===== src/rtl/pwm_pkg.sv =====
// Shared types and constants for the multi-channel PWM block and its prescaler.
package pwm_pkg;
    typedef enum logic {MODE_EDGE, MODE_CENTER} pwm_mode_t;
    typedef enum logic {DIR_UP, DIR_DOWN} pwm_dir_t;
    localparam int DVSR_W = 32;
endpackage


===== src/rtl/pwm_prescaler.sv =====
// Clock prescaler: one tick every dvsr+1 clk cycles while enabled, held at phase 0 when disabled.
module pwm_prescaler
    import pwm_pkg::*;
(
    input  logic              clk,
    input  logic              reset,
    input  logic              en,
    input  logic [DVSR_W-1:0] dvsr,
    output logic              tick
);

    logic [DVSR_W-1:0] q;

    // >= lets a lowered divisor wrap immediately instead of running the counter out.
    always_ff @(posedge clk or posedge reset) begin
        if (reset)
            q <= '0;
        else if (!en || q >= dvsr)
            q <= '0;
        else
            q <= q + DVSR_W'(1);
    end

    assign tick = en && (q == '0);

endmodule


===== src/rtl/pwm_multi.sv =====
// N-channel PWM with shared prescaler and period counter, edge/center modes, and
// double-buffered period/mode/duty that switch over only at a period boundary.
//   state    | meaning
//   DIR_UP   | counter rising 0 -> period_a (always the mode in edge alignment)
//   DIR_DOWN | counter falling period_a-1 -> 0 (center alignment only)
module pwm_multi
    import pwm_pkg::*;
#(
    parameter int W = 10,
    parameter int N = 4
) (
    input  logic               clk,
    input  logic               reset,
    input  logic               en,
    input  logic [DVSR_W-1:0]  dvsr,
    input  logic [W-1:0]       period,
    input  logic               center,
    input  logic [N*(W+1)-1:0] duty,
    input  logic [N-1:0]       pol,
    input  logic               load,
    output logic               pend,
    output logic               bnd,
    output logic [N-1:0]       pwm_out
);

    logic               tick;
    logic               boundary;
    logic               upd;
    logic [W-1:0]       c, c_nx;
    pwm_dir_t           dir, dir_nx;
    logic [W-1:0]       period_a, period_s;
    pwm_mode_t          mode_a, mode_s;
    logic [N*(W+1)-1:0] duty_a, duty_s;
    logic [N-1:0]       raw;

    pwm_prescaler u_presc (
        .clk   (clk),
        .reset (reset),
        .en    (en),
        .dvsr  (dvsr),
        .tick  (tick)
    );

    always_comb begin
        c_nx     = c;
        dir_nx   = dir;
        boundary = 1'b0;
        if (!en) begin
            c_nx   = '0;
            dir_nx = DIR_UP;
        end else if (tick) begin
            if (mode_a == MODE_EDGE || period_a == '0) begin
                boundary = (c >= period_a);
                c_nx     = boundary ? '0 : c + W'(1);
                dir_nx   = DIR_UP;
            end else if (dir == DIR_DOWN) begin
                if (c <= W'(1)) begin
                    boundary = 1'b1;
                    c_nx     = '0;
                    dir_nx   = DIR_UP;
                end else begin
                    c_nx = c - W'(1);
                end
            end else if (c >= period_a) begin
                // Period 1 never reaches c==1 on the way down, so its top is the boundary.
                if (period_a == W'(1)) begin
                    boundary = 1'b1;
                    c_nx     = '0;
                end else begin
                    c_nx   = c - W'(1);
                    dir_nx = DIR_DOWN;
                end
            end else begin
                c_nx = c + W'(1);
            end
        end
    end

    always_ff @(posedge clk or posedge reset) begin
        if (reset) begin
            c   <= '0;
            dir <= DIR_UP;
            bnd <= 1'b0;
        end else begin
            c   <= c_nx;
            dir <= dir_nx;
            bnd <= boundary;
        end
    end

    // While disabled the counter sits at 0, so any update can be applied at once.
    assign upd = boundary || !en;

    always_ff @(posedge clk or posedge reset) begin
        if (reset) begin
            period_a <= '0;
            period_s <= '0;
            mode_a   <= MODE_EDGE;
            mode_s   <= MODE_EDGE;
            duty_a   <= '0;
            duty_s   <= '0;
            pend     <= 1'b0;
        end else begin
            if (load) begin
                period_s <= period;
                mode_s   <= pwm_mode_t'(center);
                duty_s   <= duty;
            end
            if (upd && load) begin
                period_a <= period;
                mode_a   <= pwm_mode_t'(center);
                duty_a   <= duty;
                pend     <= 1'b0;
            end else if (upd && pend) begin
                period_a <= period_s;
                mode_a   <= mode_s;
                duty_a   <= duty_s;
                pend     <= 1'b0;
            end else if (load) begin
                pend <= 1'b1;
            end
        end
    end

    for (genvar gi = 0; gi < N; gi++) begin : g_ch
        assign raw[gi] = ({1'b0, c} < duty_a[gi*(W+1) +: W+1]);
    end

    always_ff @(posedge clk or posedge reset) begin
        if (reset)
            pwm_out <= '0;
        else if (!en)
            pwm_out <= pol;
        else
            pwm_out <= raw ^ pol;
    end

endmodule


===== config.mk =====
export PLATFORM = sky130hd
export DESIGN_NAME = pwm_multi
export DESIGN_NICKNAME = d
export VERILOG_FILES = /design/src/rtl/pwm_pkg.sv /design/src/rtl/pwm_prescaler.sv /design/src/rtl/pwm_multi.sv
export SDC_FILE = /design/constraint.sdc
export NUM_CORES = 1
export LEC_CHECK = 0
export ABC_CLOCK_PERIOD_IN_PS = 5650
export CAP_MARGIN = 30
export CORE_MARGIN = 4
export CORE_UTILIZATION = 52
export DETAILED_ROUTE_END_ITERATION = 10
export PLACE_DENSITY = 0.76
export SLEW_MARGIN = 25
export SYNTH_ARGS = -nofsm -noshare
export SYNTH_HDL_FRONTEND = slang
export SYNTH_SLANG_ARGS = --single-unit
export TNS_END_PERCENT = 10

===== constraint.sdc =====
create_clock -name clk -period 5.65 [get_ports clk]
set_clock_uncertainty 0.15 [all_clocks]
set_input_delay 1.13 -clock clk [delete_from_list [all_inputs] [get_ports clk]]
set_output_delay 1.13 -clock clk [all_outputs]
set_load 0.02 [all_outputs]

# Word level (Yosys, flattened, before mapping)
# Index checks and enable logic that the tools add are counted.
op_classes:
  n_eq_ne: 2
  add_sub_neg: 3
  multipliers: 0
  div_mod_pow: 0
  n_reduce_logical: 11
  shift: 0
  order_cmp: 7
  n_bitwise: 2
  n_mux: 33
op_table:
  columns: ["op", "n"]
  rows:
  - ["$mux 10", 10]
  - ["$mux 44", 2]
  - ["$lt 10x11->1", 4]
  - ["$add 32x1->32 const B", 1]
  - ["$ge 32x32->1", 1]
  - ["$logic_not 32->1", 1]
  - ["$mux 32", 1]
  - ["$mux 1", 19]
  - ["$add 10x1->10 const B", 1]
  - ["$eq 10x1->1 const B", 1]
  - ["$ge 10x10->1", 1]
  - ["$le 10x1->1 const B", 1]
  - ["$logic_not 10->1", 1]
  - ["$sub 10x1->10 const B", 1]
  - ["$mux 4", 1]
  - ["$xor 4x4->4", 1]
  - ["$logic_and 1x1->1", 3]
  - ["$logic_or 1x1->1", 3]
  - ["$reduce_bool 3->1", 1]
  - ["$ne 2x1->1 const B", 1]
  - ["$reduce_bool 2->1", 1]
  - ["$logic_not 1->1", 1]
  - ["$not 1->1", 1]
word_totals:
  register_bits: 159
  rom_bits: 0
  out_inout_bits: 6
  elab_cells: 70
  latchBits: 0
  n_memories: 0
  ramBits: 0

# Depth between registers and ports, before layout
# Gate-level depths: netlist of run 1.
depth:
  depth_word: 11
  ltp_mapped: 12
  depth_no_buf: 9

# Hierarchy
# From an unflattened synthesis of run 1, not the netlist that was laid out.
unflattened:
  hier_cells: 918
  area_unflattened_um2: 9748.1
by_module_without_submodules:
  columns: ["mod", "cells_each", "area_each_um2", "seq_area_each_um2", "instances"]
  rows:
  - ["pwm_multi", 635, 7040.5, 3178.0, 1]
  - ["pwm_prescaler", 283, 2707.6, 800.8, 1]

# Least setup slack after synthesis of run 1
# No wires, ideal clock.
synth_timing:
  path_kind: "input to register"
  start: "in dvsr[13]"
  end: "reg u_presc.q[23]"
  setup_time_ps: 138
  arrival_ps: 2905
  slack_ps: 2457
  path_buffers: 1
  t_required_ps: 5362
  cell_stages: 10
  path_cell_list: "inv_1 ha_1 a21o_1 a21o_1 a21oi_1 a2111o_1 a31oi_1 nor3b_1 clkbuf_1 nor4_1"
synth_between:
  elab_chain_cells: 3
synth_rtl:
  columns: ["item", "line_no", "source"]
  rows:
  - ["start, declared", "pwm_multi.sv:15", "input logic [DVSR_W-1:0] dvsr,"]
  - ["$ge 32x32->1", "pwm_prescaler.sv:18", "else if (!en || q >= dvsr)"]
  - ["$logic_or 1x1->1", "pwm_prescaler.sv:18", null]
  - ["$mux 32", "pwm_prescaler.sv:18", null]
  - ["end signal, assigned", "pwm_prescaler.sv:21", "q <= q + DVSR_W'(1);"]
  - ["end, declared", "pwm_prescaler.sv:12", "logic [DVSR_W-1:0] q;"]
# Every way passes these cells.
# A chain may end at the register's enable or synchronous reset.

# Worst setup path after layout of run 1
layout_timing:
  start: "reg c[5]"
  end: "reg period_a[1]"
layout_between:
  elab_chain_cells: 9
  elab_cells_between_ends: 13
  classes_between: "order compare: 2; mux: 7; reduce/logical: 4"
layout_rtl:
  columns: ["item", "line_no", "source"]
  rows:
  - ["start, declared", "pwm_multi.sv:29", "logic [W-1:0] c, c_nx;"]
  - ["start signal, assigned", "pwm_multi.sv:85", "c <= c_nx;"]
  - ["$ge 10x10->1 / $le 10x1->1 (equally long branches)", "pwm_multi.sv:53, pwm_multi.sv:64, pwm_multi.sv:57", null]
  - ["$mux 1, on equally long branches", "pwm_multi.sv:64, pwm_multi.sv:57", null]
  - ["$mux 1", "pwm_multi.sv:56", "end else if (dir == DIR_DOWN) begin"]
  - ["$mux 1 *", "pwm_multi.sv:52", "if (mode_a == MODE_EDGE || period_a == '0) begin"]
  - ["$mux 1 *", "pwm_multi.sv:51", "end else if (tick) begin"]
  - ["$mux 1 *", "pwm_multi.sv:48", "if (!en) begin"]
  - ["$logic_or 1x1->1 *", "pwm_multi.sv:92", "assign upd = boundary || !en;"]
  - ["$logic_and 1x1->1, on equally long branches", "pwm_multi.sv:109, pwm_multi.sv:114", null]
  - ["$mux 10 / $reduce_bool 2->1 (equally long branches)", null, null]
  - ["end signal, assigned", "pwm_multi.sv:110", "period_a <= period;"]
  - ["end signal, assigned", "pwm_multi.sv:115", "period_a <= period_s;"]
  - ["end, declared", "pwm_multi.sv:31", "logic [W-1:0] period_a, period_s;"]
# Mark *: on every way between the ends. The rest lies on a longest branch, timed or not.

==> results of run 1 <==
[synthesized netlist by cell type, types with 4 or more instances]
library cell / n / share of area
nand2_1: 27 / 0.011
nor4_1: 38 / 0.026
and3_1: 11 / 0.0075
nor2_1: 26 / 0.011
a21oi_1: 25 / 0.014
nand2b_1: 8 / 0.0055
a31oi_1: 7 / 0.0048
a22oi_1: 29 / 0.024
nor3b_1: 4 / 0.0033
nor3_1: 8 / 0.0044
clkbuf_1: 33 / 0.014
nand4_1: 14 / 0.0096
o211ai_1: 5 / 0.0041
o2bb2ai_1: 28 / 0.027
o21ai_0: 36 / 0.020
xnor2_1: 16 / 0.015
dfrtp_1: 159 / 0.44
inv_1: 92 / 0.038
nand3_1: 68 / 0.037
mux2_2: 69 / 0.085
nor2b_1: 7 / 0.0048
xor2_1: 20 / 0.019
a21o_1: 15 / 0.012
o21a_1: 4 / 0.0033
ha_1: 83 / 0.11
buf_2: 8 / 0.0044
[worst register-to-register path, cell delays in order (launching register included)]
cell     delay, ns
dfrtp_1       0.60
nor4_2        0.52
a41oi_1       0.33
o21ai_1       0.27
o31ai_2       0.17
o21ai_4       0.62
o21ai_4       0.43
buf_4         0.33
mux2_1        0.32
[flip-flops by register name, summed over array words and instances (netlist names), 4 cells and up]
| signal | flops |
|---|---|
| duty_a | 44 |
| duty_s | 44 |
| u_presc.q | 32 |
| c | 10 |
| period_a | 10 |
| period_s | 10 |
| pwm_out | 4 |
[cell type report]
cell class / instances / area, sq um / share of cell area
clock buffer: 17 / 425 / 0.0387
inverter: 92 / 350 / 0.0319
clock inverter: 14 / 183 / 0.0166
tap: 225 / 282 / 0.0256
antenna: 1 / 2.50 / 0.000228
sequential: 159 / 3980 / 0.362
multi-input combinational: 596 / 4670 / 0.425
timing repair buffer: 111 / 1100 / 0.100
[logic make-up after synthesis]
group,after synthesis
compound gates,178
buf+inv,134
mux,71
flops,159
fa+ha+maj,83
simple gates,228
xor+xnor,36
[metrics by stage]
stage	utilization	setup WS [ns]
after CTS	0.636	1.84
after floorplan	-	0.0784
final	0.638	1.79
after global placement	0.601	1.87
after detailed placement	0.601	1.82
after global routing	0.638	1.50
[path summary, 6_finish.rpt]
| kind | slack [ns] | end | cells after the start |
|---|---|---|---|
| min in group asynchronous | 0.90 | pwm_out[0]$_DFF_PP0_ | 2 |
| max in group asynchronous | 3.37 | u_presc.q[15]$_DFF_PP0_ | 4 |
| max | 1.79 | period_a[1]$_DFFE_PP0P_ | 8 |
| min reg2reg | 0.34 | duty_a[24]$_DFFE_PP0P_ | 1 |
| max reg2reg | 1.79 | period_a[1]$_DFFE_PP0P_ | 8 |
| min | 0.34 | duty_a[24]$_DFFE_PP0P_ | 1 |
[per-layer routing]
layer | wire length (microns) | GRT usage
met4 | 342 | 0.0658
met1 | 9220 | 0.298
met2 | 11000 | 0.392
met3 | 1250 | 0.0369
met5 | 0 | 0
[report_power, final]
group	total, mW	switching, mW	leakage (nW)	internal (mW)
logic	0.812	0.427	2.74	0.385
clock network	1.19	0.491	0.286	0.702
registers	1.41	0.132	1.98	1.28
total	3.41	1.05	5.01	2.36
==> flow_metrics.env, run 1 <==
export IMPL_grt_pass1_vias=7309
export IMPL_fmax_mhz=259
export IMPL_final_common_cell="dfrtp_1"
export IMPL_rows=48
export IMPL_area_growth_pct=20.3
export IMPL_stdcell_count=1215
export IMPL_clock_latency_ns=0.43
export IMPL_synth_seq_cells=159
export IMPL_crit_required_ns=5.81
export IMPL_root_buffer="clkbuf_16"
export IMPL_final_area_sq_mm=0.0110
export IMPL_max_stage_delay_ns=0.62
export IMPL_worstPathMaxFanout=28
export IMPL_crit_buf_inv=1
export IMPL_final_setup_viol_count=0
export IMPL_ys_flop_type="dfrtp_1"
export IMPL_synth_seq_area_share=0.436
export IMPL_maxSlewHeadroom=0.411
export IMPL_cts_repair_resized=0
export IMPL_cp_startpoint="c[5]$_DFFE_PP0P_"
export IMPL_core_area_sq_mm=0.0172
export IMPL_synthDistinctLibCells=62
export IMPL_critical_path_class="reg2reg"
export IMPL_vias=7245
export IMPL_layout_min_cycle_time_ns=3.86
export IMPL_status="finished clean"
export IMPL_hp_class="reg2reg"
export IMPL_finalMaxSlewViolations=0
export IMPL_cellPowerDensity_mw_per_mm2=310
export IMPL_grt_usage=0.228
export IMPL_finalCritPeriodShare=0.683
export IMPL_fin_hold_ws_ns=0.343
export IMPL_cts_tree="yes"
export IMPL_final_nets=1155
export IMPL_synth_compound_area_frac=0.137
export IMPL_synth_mux_area_fraction=0.0874
export IMPL_drcViolationCount=0
export IMPL_drive_above_1_share=0.127
export IMPL_avgSynthCellArea_sq_um=10.3
export IMPL_placed_cell_area_sq_mm=0.0104
export IMPL_hold_start="duty_a[24]$_DFFE_PP0P_"
export IMPL_r2r_start="c[5]$_DFFE_PP0P_"
export IMPL_clock_path_buffers=2
export IMPL_tns_ns=0
export IMPL_wire_per_inst_microns=18.0
export IMPL_die_y_microns=141
export IMPL_cpMostUsedCell="o21ai_4"
export IMPL_nFillCells=1365
export IMPL_dr_pass1_iters=5
export IMPL_yosys_area_share_simple=0.136
export IMPL_maxCapViolCount=0
export IMPL_start_util=0.530
export IMPL_placed_cells=1182
export IMPL_die_w_microns=141
export IMPL_rsz0062_at_grt="no"
export IMPL_post_cts_buffers=0
export IMPL_synth_edf_count=0
export IMPL_grt_pass1_wl_microns=36300
export IMPL_path_delay_family="compound AO/OA/AOI/OAI gates"
export IMPL_io_buffers=100
export IMPL_dp_hpwl_microns=15300
export IMPL_ys_async_sr_fraction=1.00
export IMPL_syn_cell_area_sq_mm=0.00914
export IMPL_drtIter0Drc=606
export IMPL_io_pins=101
export IMPL_grt_overflow_total=0
export IMPL_end_kind="flip-flop"
export IMPL_wl_microns=21800
export IMPL_ant_nets=0
export IMPL_cts_buffers=17
export IMPL_synth_fp_nets=1067
export IMPL_tightest_slew_ns=0.881
export IMPL_syn_inst=889
export IMPL_slowest_stage="o21ai_4"
export IMPL_gp_congestion=0.921
export IMPL_critical_path_arrival_ns=4.02
export IMPL_path_cells="nor4_2 > a41oi_1 > o21ai_1 > o31ai_2 > o21ai_4 > o21ai_4 > buf_4 > mux2_1"
export IMPL_totalPowerFinal_mw=3.41
export IMPL_antenna_found_initial=1
export IMPL_ctsHoldBuffers=0
export IMPL_synth_xor_area_frac=0.0345
export IMPL_layout_common_cells="dfrtp_1, clkdlybuf4s50_1, inv_1"
export IMPL_synthAdderAreaFrac=0.114
export IMPL_path_clk_slew_ns=0.07
export IMPL_cp_start_kind="flip-flop"
export IMPL_grt_max_degree=103
export IMPL_die_area_sq_mm=0.0198
export IMPL_via_per_inst=5.96
export IMPL_p_leak_nw=5.01
export IMPL_numClockSinks=159
export IMPL_synth_top_family_by_area="compound AO/OA/AOI/OAI gates"
export IMPL_hold_violations=0
export IMPL_htreeDepth=4
export IMPL_yosysWarnings=0
export IMPL_peakVddDrop_mv=0.227
Power figures use the tool's default switching activity.
==> run 2: changes to the inputs <==
--- a/config.mk
+++ b/config.mk
@@ -5,12 +5,12 @@
 export SDC_FILE = /design/constraint.sdc
 export NUM_CORES = 1
 export LEC_CHECK = 0
-export ABC_CLOCK_PERIOD_IN_PS = 5650
+export ABC_CLOCK_PERIOD_IN_PS = 4000
 export CAP_MARGIN = 30
 export CORE_MARGIN = 4
-export CORE_UTILIZATION = 52
+export CORE_UTILIZATION = 57
 export DETAILED_ROUTE_END_ITERATION = 10
-export PLACE_DENSITY = 0.76
+export PLACE_DENSITY = 0.8
 export SLEW_MARGIN = 25
 export SYNTH_ARGS = -nofsm -noshare
 export SYNTH_HDL_FRONTEND = slang
==> constraint.sdc (replaced) <==
create_clock -name clk -period 4 [get_ports clk]
set_clock_uncertainty 0.15 [all_clocks]
set_input_delay 0.8 -clock clk [delete_from_list [all_inputs] [get_ports clk]]
set_output_delay 0.8 -clock clk [all_outputs]
set_load 0.02 [all_outputs]
==> run 2 against run 1 <==
Count of clock-buffer cells in the layout is 1 higher; sequential cell count stayed put; core utilization grew 6.6 points; maximum frequency rose by 21%; final area grew 0.99%; wire length fell by 1.5%; cell count grew 0.58%; total power is 40% higher; non-clock buffer count rose by 16; die area shrank 8.3%; critical endpoint is now duty_a[10]$_DFFE_PP0P_.
==> flow_metrics.env, run 2 (synthesis results as in run 1) <==
export IMPL_grt_overflow_total=0
export IMPL_nFillCells=1196
export IMPL_critical_path_arrival_ns=3.33
export IMPL_final_nets=1171
export IMPL_rsz0062_at_grt="no"
export IMPL_drive_above_1_share=0.141
export IMPL_htreeDepth=4
export IMPL_cts_buffers=17
export IMPL_wire_per_inst_microns=17.6
export IMPL_finalMaxSlewViolations=0
export IMPL_io_pins=101
export IMPL_final_common_cell="dfrtp_1"
export IMPL_dp_hpwl_microns=15500
export IMPL_clock_latency_ns=0.42
export IMPL_final_setup_viol_count=0
export IMPL_rows=46
export IMPL_tns_ns=0
export IMPL_crit_required_ns=4.15
export IMPL_wl_microns=21500
export IMPL_worstPathMaxFanout=16
export IMPL_cts_repair_resized=0
export IMPL_hp_class="reg2reg"
export IMPL_cellPowerDensity_mw_per_mm2=430
export IMPL_grt_usage=0.244
export IMPL_area_growth_pct=21.5
export IMPL_critical_path_class="reg2reg"
export IMPL_grt_max_degree=48
export IMPL_root_buffer="clkbuf_16"
export IMPL_ctsHoldBuffers=0
export IMPL_dr_pass1_iters=6
export IMPL_fmax_mhz=314
export IMPL_vias=7359
export IMPL_die_y_microns=135
export IMPL_ant_nets=0
export IMPL_clock_path_buffers=2
export IMPL_maxSlewHeadroom=0.451
export IMPL_layout_common_cells="dfrtp_1, clkdlybuf4s50_1, inv_1"
export IMPL_p_leak_nw=5.08
export IMPL_path_clk_slew_ns=0.06
export IMPL_via_per_inst=6.02
export IMPL_die_w_microns=135
export IMPL_grt_pass1_vias=7211
export IMPL_cts_tree="yes"
export IMPL_end_kind="flip-flop"
export IMPL_gp_congestion=0.915
export IMPL_layout_min_cycle_time_ns=3.19
export IMPL_tightest_slew_ns=0.822
export IMPL_io_buffers=100
export IMPL_fin_hold_ws_ns=0.344
export IMPL_post_cts_buffers=0
export IMPL_maxCapViolCount=0
export IMPL_cp_start_kind="flip-flop"
export IMPL_largest_registers="duty_a x44, duty_s x44, u_presc.q x32"
export IMPL_antenna_found_initial=0
export IMPL_core_area_sq_mm=0.0158
export IMPL_antenna_cells=0
export IMPL_numClockSinks=159
export IMPL_drcViolationCount=0
export IMPL_grt_pass1_wl_microns=35600
export IMPL_hold_violations=0
export IMPL_peakVddDrop_mv=0.331
export IMPL_die_area_sq_mm=0.0181
export IMPL_start_util=0.579
export IMPL_finalCritPeriodShare=0.796
export IMPL_status="finished clean"
export IMPL_drtIter0Drc=672
-- run 2: cell types whose count changed in the layout (fill, tap and decap cells not counted) --
cell	before	now
buf_4	11	25
buf_12	0	2
clkinvlp_4	4	6
bufinv_16	3	2
clkbuf_1	0	1
diode_2	1	0
inv_8	2	1
-- run 2: critical path: stages, from the launching register on --
cell and delay, ns:
dfrtp_1 0.56, inv_1 0.16, ha_1 0.32, nor2b_1 0.10, o21ai_0 0.10, a21o_1 0.21
o31ai_2 0.52, o21ai_4 0.12, o21ai_4 0.25, buf_16 0.23, mux2_2 0.34
-- run 2: final timing paths --
| kind | startpoint | end | slack [ns] | cells after the start |
|---|---|---|---|---|
| min in group asynchronous | reset | c[4]$_DFFE_PP0P_ | 0.74 | 2 |
| setup / recovery | c[0]$_DFFE_PP0P_ | duty_a[10]$_DFFE_PP0P_ | 0.81 | 10 |
| max in group asynchronous | reset | u_presc.q[12]$_DFF_PP0_ | 2.23 | 3 |
| hold / removal | duty_s[8]$_DFFE_PP0P_ | duty_s[8]$_DFFE_PP0P_ | 0.34 | 1 |
| setup reg to reg | c[0]$_DFFE_PP0P_ | duty_a[10]$_DFFE_PP0P_ | 0.81 | 10 |
| hold reg to reg | duty_s[8]$_DFFE_PP0P_ | duty_s[8]$_DFFE_PP0P_ | 0.34 | 1 |
-- run 2: through the flow --
step / cell area, sq um / power [mW] / setup slack, ns / util / cells
after floorplan: 9140 / 2.75 / 1.04 / - / 889
after global placement: 10500 / 3.12 / 0.671 / 0.665 / 1189
after detailed placement: 10500 / 3.18 / 0.583 / 0.667 / 1190
after CTS: 11100 / 4.80 / 0.848 / 0.704 / 1222
after global routing: 11100 / 5.04 / 0.650 / 0.704 / 1222
final: 11100 / 4.78 / 0.814 / 0.704 / 1222
-- run 2: layer usage --
layer | vias up | part of all wire | wire length [microns] | track usage
li1 | 3454 | - | - | -
met1 | 3610 | 0.43 | 9170 | 0.333
met2 | 270 | 0.50 | 10700 | 0.408
met3 | 25 | 0.064 | 1370 | 0.0477
met4 | 0 | 0.014 | 291 | 0.0566
met5 | - | 0 | 0 | 0
-- run 2: area by class of cell --
| type | count | area (sq um) | area share |
|---|---|---|---|
| sequential | 159 | 3980 | 0.358 |
| timing repair buffer | 127 | 1250 | 0.112 |
| clock inverter | 14 | 158 | 0.0142 |
| multi-input combinational | 596 | 4670 | 0.421 |
| tap | 216 | 270 | 0.0243 |
| inverter | 92 | 349 | 0.0314 |
| clock buffer | 18 | 429 | 0.0387 |
-- run 2: power by group --
part           switching (mW)  internal (mW)  leakage (nW)  total [mW]
Sequential              0.174           1.80          1.98        1.98
Clock                   0.679          0.929         0.271        1.61
Combinational           0.623          0.571          2.83        1.19
Total                    1.48           3.30          5.08        4.78
